**src/rtl/gear_pkg.sv**
```systemverilog
// Shared types, default widths and width helpers for the frame-aligned gearbox.
package gear_pkg;

  typedef enum logic [0:0] {
    HUNT = 1'b0,
    RUN  = 1'b1
  } state_t;

  localparam int unsigned DEF_IN_W     = 32;
  localparam int unsigned DEF_OUT_W    = 20;
  localparam int unsigned DEF_FRAME_IN = 5;
  localparam int unsigned DEF_DISCARD  = 60;
  localparam int unsigned DEF_BUF_W    = 64;

  // Bits needed to hold the value n (never less than one).
  function automatic int unsigned cnt_w(input int unsigned n);
    return (n < 2) ? 1 : $clog2(n + 1);
  endfunction

endpackage

```
**src/rtl/gear_acc.sv**
```systemverilog
// Bit accumulator: appends variable-length chunks at the fill point and emits
// OUT_W-bit words from the bottom, at most one per cycle.
module gear_acc
  import gear_pkg::*;
#(
  parameter int unsigned IN_W  = DEF_IN_W,
  parameter int unsigned OUT_W = DEF_OUT_W,
  parameter int unsigned BUF_W = DEF_BUF_W
) (
  input  logic                     clk,
  input  logic                     rst,
  input  logic                     push,
  input  logic                     clear,
  input  logic [IN_W-1:0]          app_data,
  input  logic [cnt_w(IN_W)-1:0]   app_len,
  output logic [OUT_W-1:0]         out_data,
  output logic                     out_valid,
  output logic                     emit_c,
  output logic                     ovf_c
);

  localparam int unsigned CW  = BUF_W + IN_W;
  localparam int unsigned FW  = cnt_w(BUF_W);
  localparam int unsigned CFW = cnt_w(CW);

  logic [BUF_W-1:0] acc_q, acc_d;
  logic [FW-1:0]    fill_q, fill_d, base_fill;
  logic [CW-1:0]    base, cand, sel;
  logic [CFW-1:0]   cfill, sel_fill;
  logic             emit_full;

  // Candidate merge; on overflow the new chunk is dropped and only the old contents may emit
  always_comb begin
    base      = clear ? '0 : CW'(acc_q);
    base_fill = clear ? '0 : fill_q;
    cand      = base | (CW'(push ? app_data : '0) << base_fill);
    cfill     = CFW'(base_fill) + (push ? CFW'(app_len) : '0);
    emit_full = !clear && (cfill >= CFW'(OUT_W));
    ovf_c     = (cfill - (emit_full ? CFW'(OUT_W) : '0)) > CFW'(BUF_W);
    if (ovf_c) begin
      sel      = base;
      sel_fill = CFW'(base_fill);
      emit_c   = !clear && (sel_fill >= CFW'(OUT_W));
    end else begin
      sel      = cand;
      sel_fill = cfill;
      emit_c   = emit_full;
    end
    if (emit_c) begin
      acc_d  = BUF_W'(sel >> OUT_W);
      fill_d = FW'(sel_fill - CFW'(OUT_W));
    end else begin
      acc_d  = BUF_W'(sel);
      fill_d = FW'(sel_fill);
    end
  end

  always_ff @(posedge clk or posedge rst) begin
    if (rst) begin
      acc_q     <= '0;
      fill_q    <= '0;
      out_data  <= '0;
      out_valid <= 1'b0;
    end else begin
      acc_q     <= acc_d;
      fill_q    <= fill_d;
      out_valid <= emit_c;
      if (emit_c) out_data <= sel[OUT_W-1:0];
    end
  end

endmodule

```
**src/rtl/gear_frame.sv**
```systemverilog
// Frame-aligned gearbox: hunts for start-of-frame, strips the leading DISCARD
// bits of each frame and repacks the rest into OUT_W-bit words.
module gear_frame
  import gear_pkg::*;
#(
  parameter int unsigned IN_W     = DEF_IN_W,
  parameter int unsigned OUT_W    = DEF_OUT_W,
  parameter int unsigned FRAME_IN = DEF_FRAME_IN,
  parameter int unsigned DISCARD  = DEF_DISCARD,
  parameter int unsigned BUF_W    = DEF_BUF_W
) (
  input  logic             clk,
  input  logic             rst,
  input  logic [IN_W-1:0]  in_data,
  input  logic             in_valid,
  input  logic             in_sof,
  output logic [OUT_W-1:0] out_data,
  output logic             out_valid,
  output logic             out_sof,
  output logic             locked,
  output logic             err_align,
  output logic             err_ovf
);

  localparam int unsigned FRAME_BITS = FRAME_IN * IN_W;
  localparam int unsigned KOUT = (FRAME_BITS > DISCARD) ? (FRAME_BITS - DISCARD) / OUT_W : 1;
  localparam int unsigned WCW  = cnt_w(FRAME_IN);
  localparam int unsigned ECW  = cnt_w(KOUT);
  localparam int unsigned DW   = cnt_w(FRAME_BITS);
  localparam int unsigned LW   = cnt_w(IN_W);

  if (DISCARD >= FRAME_BITS) begin : g_bad_discard
    $fatal(1, "gear_frame: DISCARD must be below FRAME_IN*IN_W");
  end
  if (FRAME_BITS > DISCARD && ((FRAME_BITS - DISCARD) % OUT_W) != 0) begin : g_bad_ratio
    $fatal(1, "gear_frame: payload bits per frame must be a multiple of OUT_W");
  end
  if (BUF_W < OUT_W) begin : g_bad_buf
    $fatal(1, "gear_frame: BUF_W must be at least OUT_W");
  end

  state_t          state_q, state_d;
  logic [WCW-1:0]  wcnt_q, wnext;
  logic [DW-1:0]   dleft_q, dcur, drop;
  logic [ECW-1:0]  ecnt_q;
  logic            push, clear, word0, emit_c, ovf_c;
  logic [IN_W-1:0] app_data;
  logic [LW-1:0]   app_len;

  always_ff @(posedge clk or posedge rst) begin
    if (rst) state_q <= HUNT;
    else     state_q <= state_d;
  end

  always_comb begin
    state_d = state_q;
    if (state_q == HUNT && in_valid && in_sof) state_d = RUN;
  end

  // Word acceptance, realign detection and per-word discard trimming
  always_comb begin
    push     = in_valid && (state_q == RUN || in_sof);
    word0    = in_sof || (wcnt_q == '0);
    clear    = push && in_sof && (state_q == RUN) && (wcnt_q != '0);
    dcur     = word0 ? DW'(DISCARD) : dleft_q;
    drop     = (dcur > DW'(IN_W)) ? DW'(IN_W) : dcur;
    app_data = in_data >> drop;
    app_len  = LW'(DW'(IN_W) - drop);
    wnext    = word0 ? WCW'(1) : wcnt_q + WCW'(1);
  end

  gear_acc #(
    .IN_W  (IN_W),
    .OUT_W (OUT_W),
    .BUF_W (BUF_W)
  ) u_acc (
    .clk       (clk),
    .rst       (rst),
    .push      (push),
    .clear     (clear),
    .app_data  (app_data),
    .app_len   (app_len),
    .out_data  (out_data),
    .out_valid (out_valid),
    .emit_c    (emit_c),
    .ovf_c     (ovf_c)
  );

  always_ff @(posedge clk or posedge rst) begin
    if (rst) begin
      wcnt_q    <= '0;
      dleft_q   <= '0;
      ecnt_q    <= '0;
      out_sof   <= 1'b0;
      locked    <= 1'b0;
      err_align <= 1'b0;
      err_ovf   <= 1'b0;
    end else begin
      if (push) begin
        wcnt_q  <= (wnext == WCW'(FRAME_IN)) ? '0 : wnext;
        dleft_q <= dcur - drop;
      end
      if (clear)       ecnt_q <= '0;
      else if (emit_c) ecnt_q <= (ecnt_q == ECW'(KOUT - 1)) ? '0 : ecnt_q + ECW'(1);
      out_sof   <= emit_c && (ecnt_q == '0);
      locked    <= (state_d == RUN);
      err_align <= err_align | clear;
      err_ovf   <= err_ovf | ovf_c;
    end
  end

endmodule

```
**config.mk**
```make
export PLATFORM = sky130hd
export DESIGN_NAME = gear_frame
export DESIGN_NICKNAME = d
export VERILOG_FILES = /design/src/rtl/gear_pkg.sv /design/src/rtl/gear_acc.sv /design/src/rtl/gear_frame.sv
export SDC_FILE = /design/constraint.sdc
export NUM_CORES = 1
export LEC_CHECK = 0
export BUFFER_PORTS_ARGS = -buffer_cell sky130_fd_sc_hd__buf_2
export CORE_ASPECT_RATIO = 1.25
export CORE_MARGIN = 2
export CORE_UTILIZATION = 55
export DETAILED_ROUTE_END_ITERATION = 8
export GPL_TIMING_DRIVEN = 1
export HOLD_SLACK_MARGIN = 0.06
export MAX_ROUTING_LAYER = met4
export PLACE_DENSITY = 0.75
export SLEW_MARGIN = 20
export SYNTH_ARGS = -nofsm -noshare
export SYNTH_HDL_FRONTEND = slang
export SYNTH_SLANG_ARGS = --single-unit
```
**constraint.sdc**
```tcl
create_clock -name clk -period 8.8 [get_ports clk]
set_input_delay 1.76 -clock clk [delete_from_list [all_inputs] [get_ports clk]]
set_output_delay 1.76 -clock clk [all_outputs]
set_load 0.01 [all_outputs]
```
==> summary.md <==
| Metric | Value |
|---|---|
| Outcome | `finished clean` |
| Worst-Skew Late Latency | `0.39 ns` |
| Chip width | `138 um` |
| Routed vias/inst | `7.82` |
| Post-synthesis net count | `1740` |
| Global-route wire length before repair | `89600 um` |
| # H-tree levels | `3` |
| Final Hold Fails | `0` |
| CP required | `9.07 ns` |
| Clock root buffer master | `clkbuf_16` |
| Core Area | `22200 sq um` |
| Asr flop ratio synth | `1.00` |
| DR pass1 iterations | `9` |
| Max stage delay on crit path | `0.74 ns` |
| Total number of vias | `15344` |
| Max Cap Viol | `0` |
| WS Path Type | `input pin to flop` |
| Synth Instances | `1687` |
| Worst Slack Setup Final | `0.628 ns` |
| Largest net degree at the start of global routing | `107` |
| Crit. End Element | `flop` |
| Routed Antenna Nets | `0` |
| Buf/Inv on CP | `5` |
| Seq cells post-synth | `110` |
| Most common flop cell mapped by yosys | `dfrtp_1` |
| Hold WS | `0.476 ns` |
| Residual DRC | `0` |
| Initial antenna violation count | `0` |
| # rows | `61` |
| Unrepaired setup endpoints after global routing | `false` |
| Slew Viols, Final | `0` |
| Post-CTS Setup Bufs | `0` |
| Final Net Count | `1726` |
| Diode count | `0` |
| Worst setup SP type | `input pin` |
| Critical Path Fanout Max | `34` |
| Worst slew pin tran | `1.24 ns` |
| Fraction of post-synthesis cell area in the top cell type by area | `0.222` |
| WL final | `59600 um` |
| CP max stage cell | `nor4_4` |
| YS warnings | `0` |
| Leak | `5.09 nW` |
| CTS resizes | `0` |
| GRT Util Overall | `0.508` |
| HP Class | `flop to flop` |
| Cts hold-fix bufs | `0` |
| Final Setup Violations | `0` |
| Die H | `172 um` |
| Count leader, synth | `nand2_1` |
| Final min period | `8.17 ns` |
| Num CTS Buffers | `9` |
| Area delta synth->final | `6.47%` |
| CTS tree | `built` |
| Starting Density | `0.557` |
| Maximum vdd drop | `0.367 mV` |
| Share of cells above drive strength 1 | `0.133` |
| Post-synth EDFFs | `0` |
| Ranking of synthesized cells by instance count | `nand2_1, nor2_1, a21oi_1` |
| CTS max path bufs | `2` |
| Vias in the first global route | `14358` |
| HPWL after DPL | `43500 um` |
| Pwr dens | `404 nW/um^2` |
| Final period utilization | `0.929` |
| Setup TNS | `0 ns` |
| Reg clk slew, reported paths | `0.09 ns` |
| I/O pins | `61` |
| Die area | `23700 sq um` |
| Clk_skew | `0.0161 ns` |
| CP arrival | `8.44 ns` |
| Cell variety after synth | `107` |
| Per-cell routed wire length | `30.4 um` |
| Total clock sinks | `110` |
| Fmax | `122 MHz` |
| Max-slew headroom | `0.173` |
| Post-synthesis sequential area ratio | `0.222` |
| Delay-heaviest family, CP | `simple AND/OR/NAND/NOR gates` |
| Syn_area_per_cell | `7.34 sq um` |
| Synthesized area | `12400 sq um` |
| GP Congestion | `1.12` |
| Grt ovf | `0` |
| DRT iter0 DRCs | `2263` |
| # port buffers | `60` |
| Ranking of synthesized cells by area | `dfrtp_1, mux2i_1, nand2_1` |
| Fillers | `2035` |
| DP Worst Slack | `0.516 ns` |
| Top cell type by total area after synthesis | `dfrtp_1` |
[worst reg2reg max path: cells and delay by family (launching register included)]
kind	cells	cell delay (ns)
xor+xnor	3	0.67
compound gates	7	1.50
buf+inv	4	0.94
simple gates	12	2.81
flops	1	0.67
fa+ha+maj	3	0.76
[per-stage QoR]
step	power, W	util	cell area, sq um	instances
floorplan	0.00346	-	12400	1687
global placement	0.00458	0.579	12900	1945
detailed placement	0.00465	0.579	12900	1945
CTS	0.00508	0.592	13200	1961
global route	0.00556	0.593	13200	1961
finish	0.00532	0.593	13200	1961
[cells by family (layout without fill, tap and decap cells)]
logic type	Yosys count	after routing	share of synthesized area
simple gates	680	680	0.276
xor+xnor	15	15	0.0106
mux	79	79	0.0677
buf+inv	181	172	0.0636
compound gates	604	604	0.342
flops	110	110	0.222
other cells	1	1	0.000303
fa+ha+maj	17	17	0.0178
[state kept, by name (all words and copies together), names as in the netlist, 3 cells and up]
name / count
u_acc.acc_q: 64
ecnt_q: 3
u_acc.fill_q: 7
dleft_q: 8
u_acc.out_data: 20
wcnt_q: 3
[cell type report]
type / count / area (sq um) / area share
clock buffer: 9 / 225 / 0.0171
clock inverter: 7 / 77.6 / 0.00589
inverter: 43 / 164 / 0.0124
multi-input combinational: 1396 / 8890 / 0.675
sequential: 110 / 2750 / 0.209
tap: 283 / 354 / 0.0269
timing repair buffer: 113 / 711 / 0.0539
[final timing paths]
path                                   end  cells past startpoint       start  slack [ns]
setup / recovery                 ecnt_q[2]                     28      in_sof        0.63
hold / removal                     err_ovf                      1     err_ovf        0.48
setup reg to reg                 ecnt_q[2]                     29  dleft_q[5]        1.31
hold reg to reg                    err_ovf                      1     err_ovf        0.48
max in group asynchronous  u_acc.acc_q[30]                      3         rst        6.01
min in group asynchronous       dleft_q[5]                      2         rst        1.40
[layer usage]
layer / routed length (um) / part of all wire / global-route usage / vias to the layer above
li1: - / - / - / 6473
met2: 26300 / 0.44 / 0.778 / 1378
met3: 6490 / 0.11 / 0.124 / 467
met5: 0 / 0 / - / -
met4: 6970 / 0.12 / 0.474 / 0
met1: 19800 / 0.33 / 0.545 / 7026
[power by group]
part           total, W  internal, W  switching [W]
combinational   0.00402      0.00122        0.00279
clock          0.000431     0.000203       0.000228
sequential     0.000870     0.000705       0.000166
total           0.00532      0.00213        0.00319
[layout by cell type (no fill, tap or decap), drive strengths merged, types with 16 or more instances in the layout]
master | netlist | layout
nand2 | 169 | 169
nor2 | 168 | 168
o21ai | 126 | 126
a21oi | 118 | 118
buf | 59 | 113
dfrtp | 110 | 110
nand3 | 92 | 92
mux2i | 68 | 68
nor3 | 62 | 62
nand4 | 58 | 58
a22oi | 48 | 48
inv | 40 | 43
o211ai | 39 | 39
nor4 | 33 | 33
a31oi | 32 | 32
a211oi | 31 | 31
o31ai | 29 | 29
o22ai | 23 | 23
a221oi | 22 | 22
o21a | 16 | 16
ha | 16 | 16
Note: power is estimated with default switching activity, not from simulation.
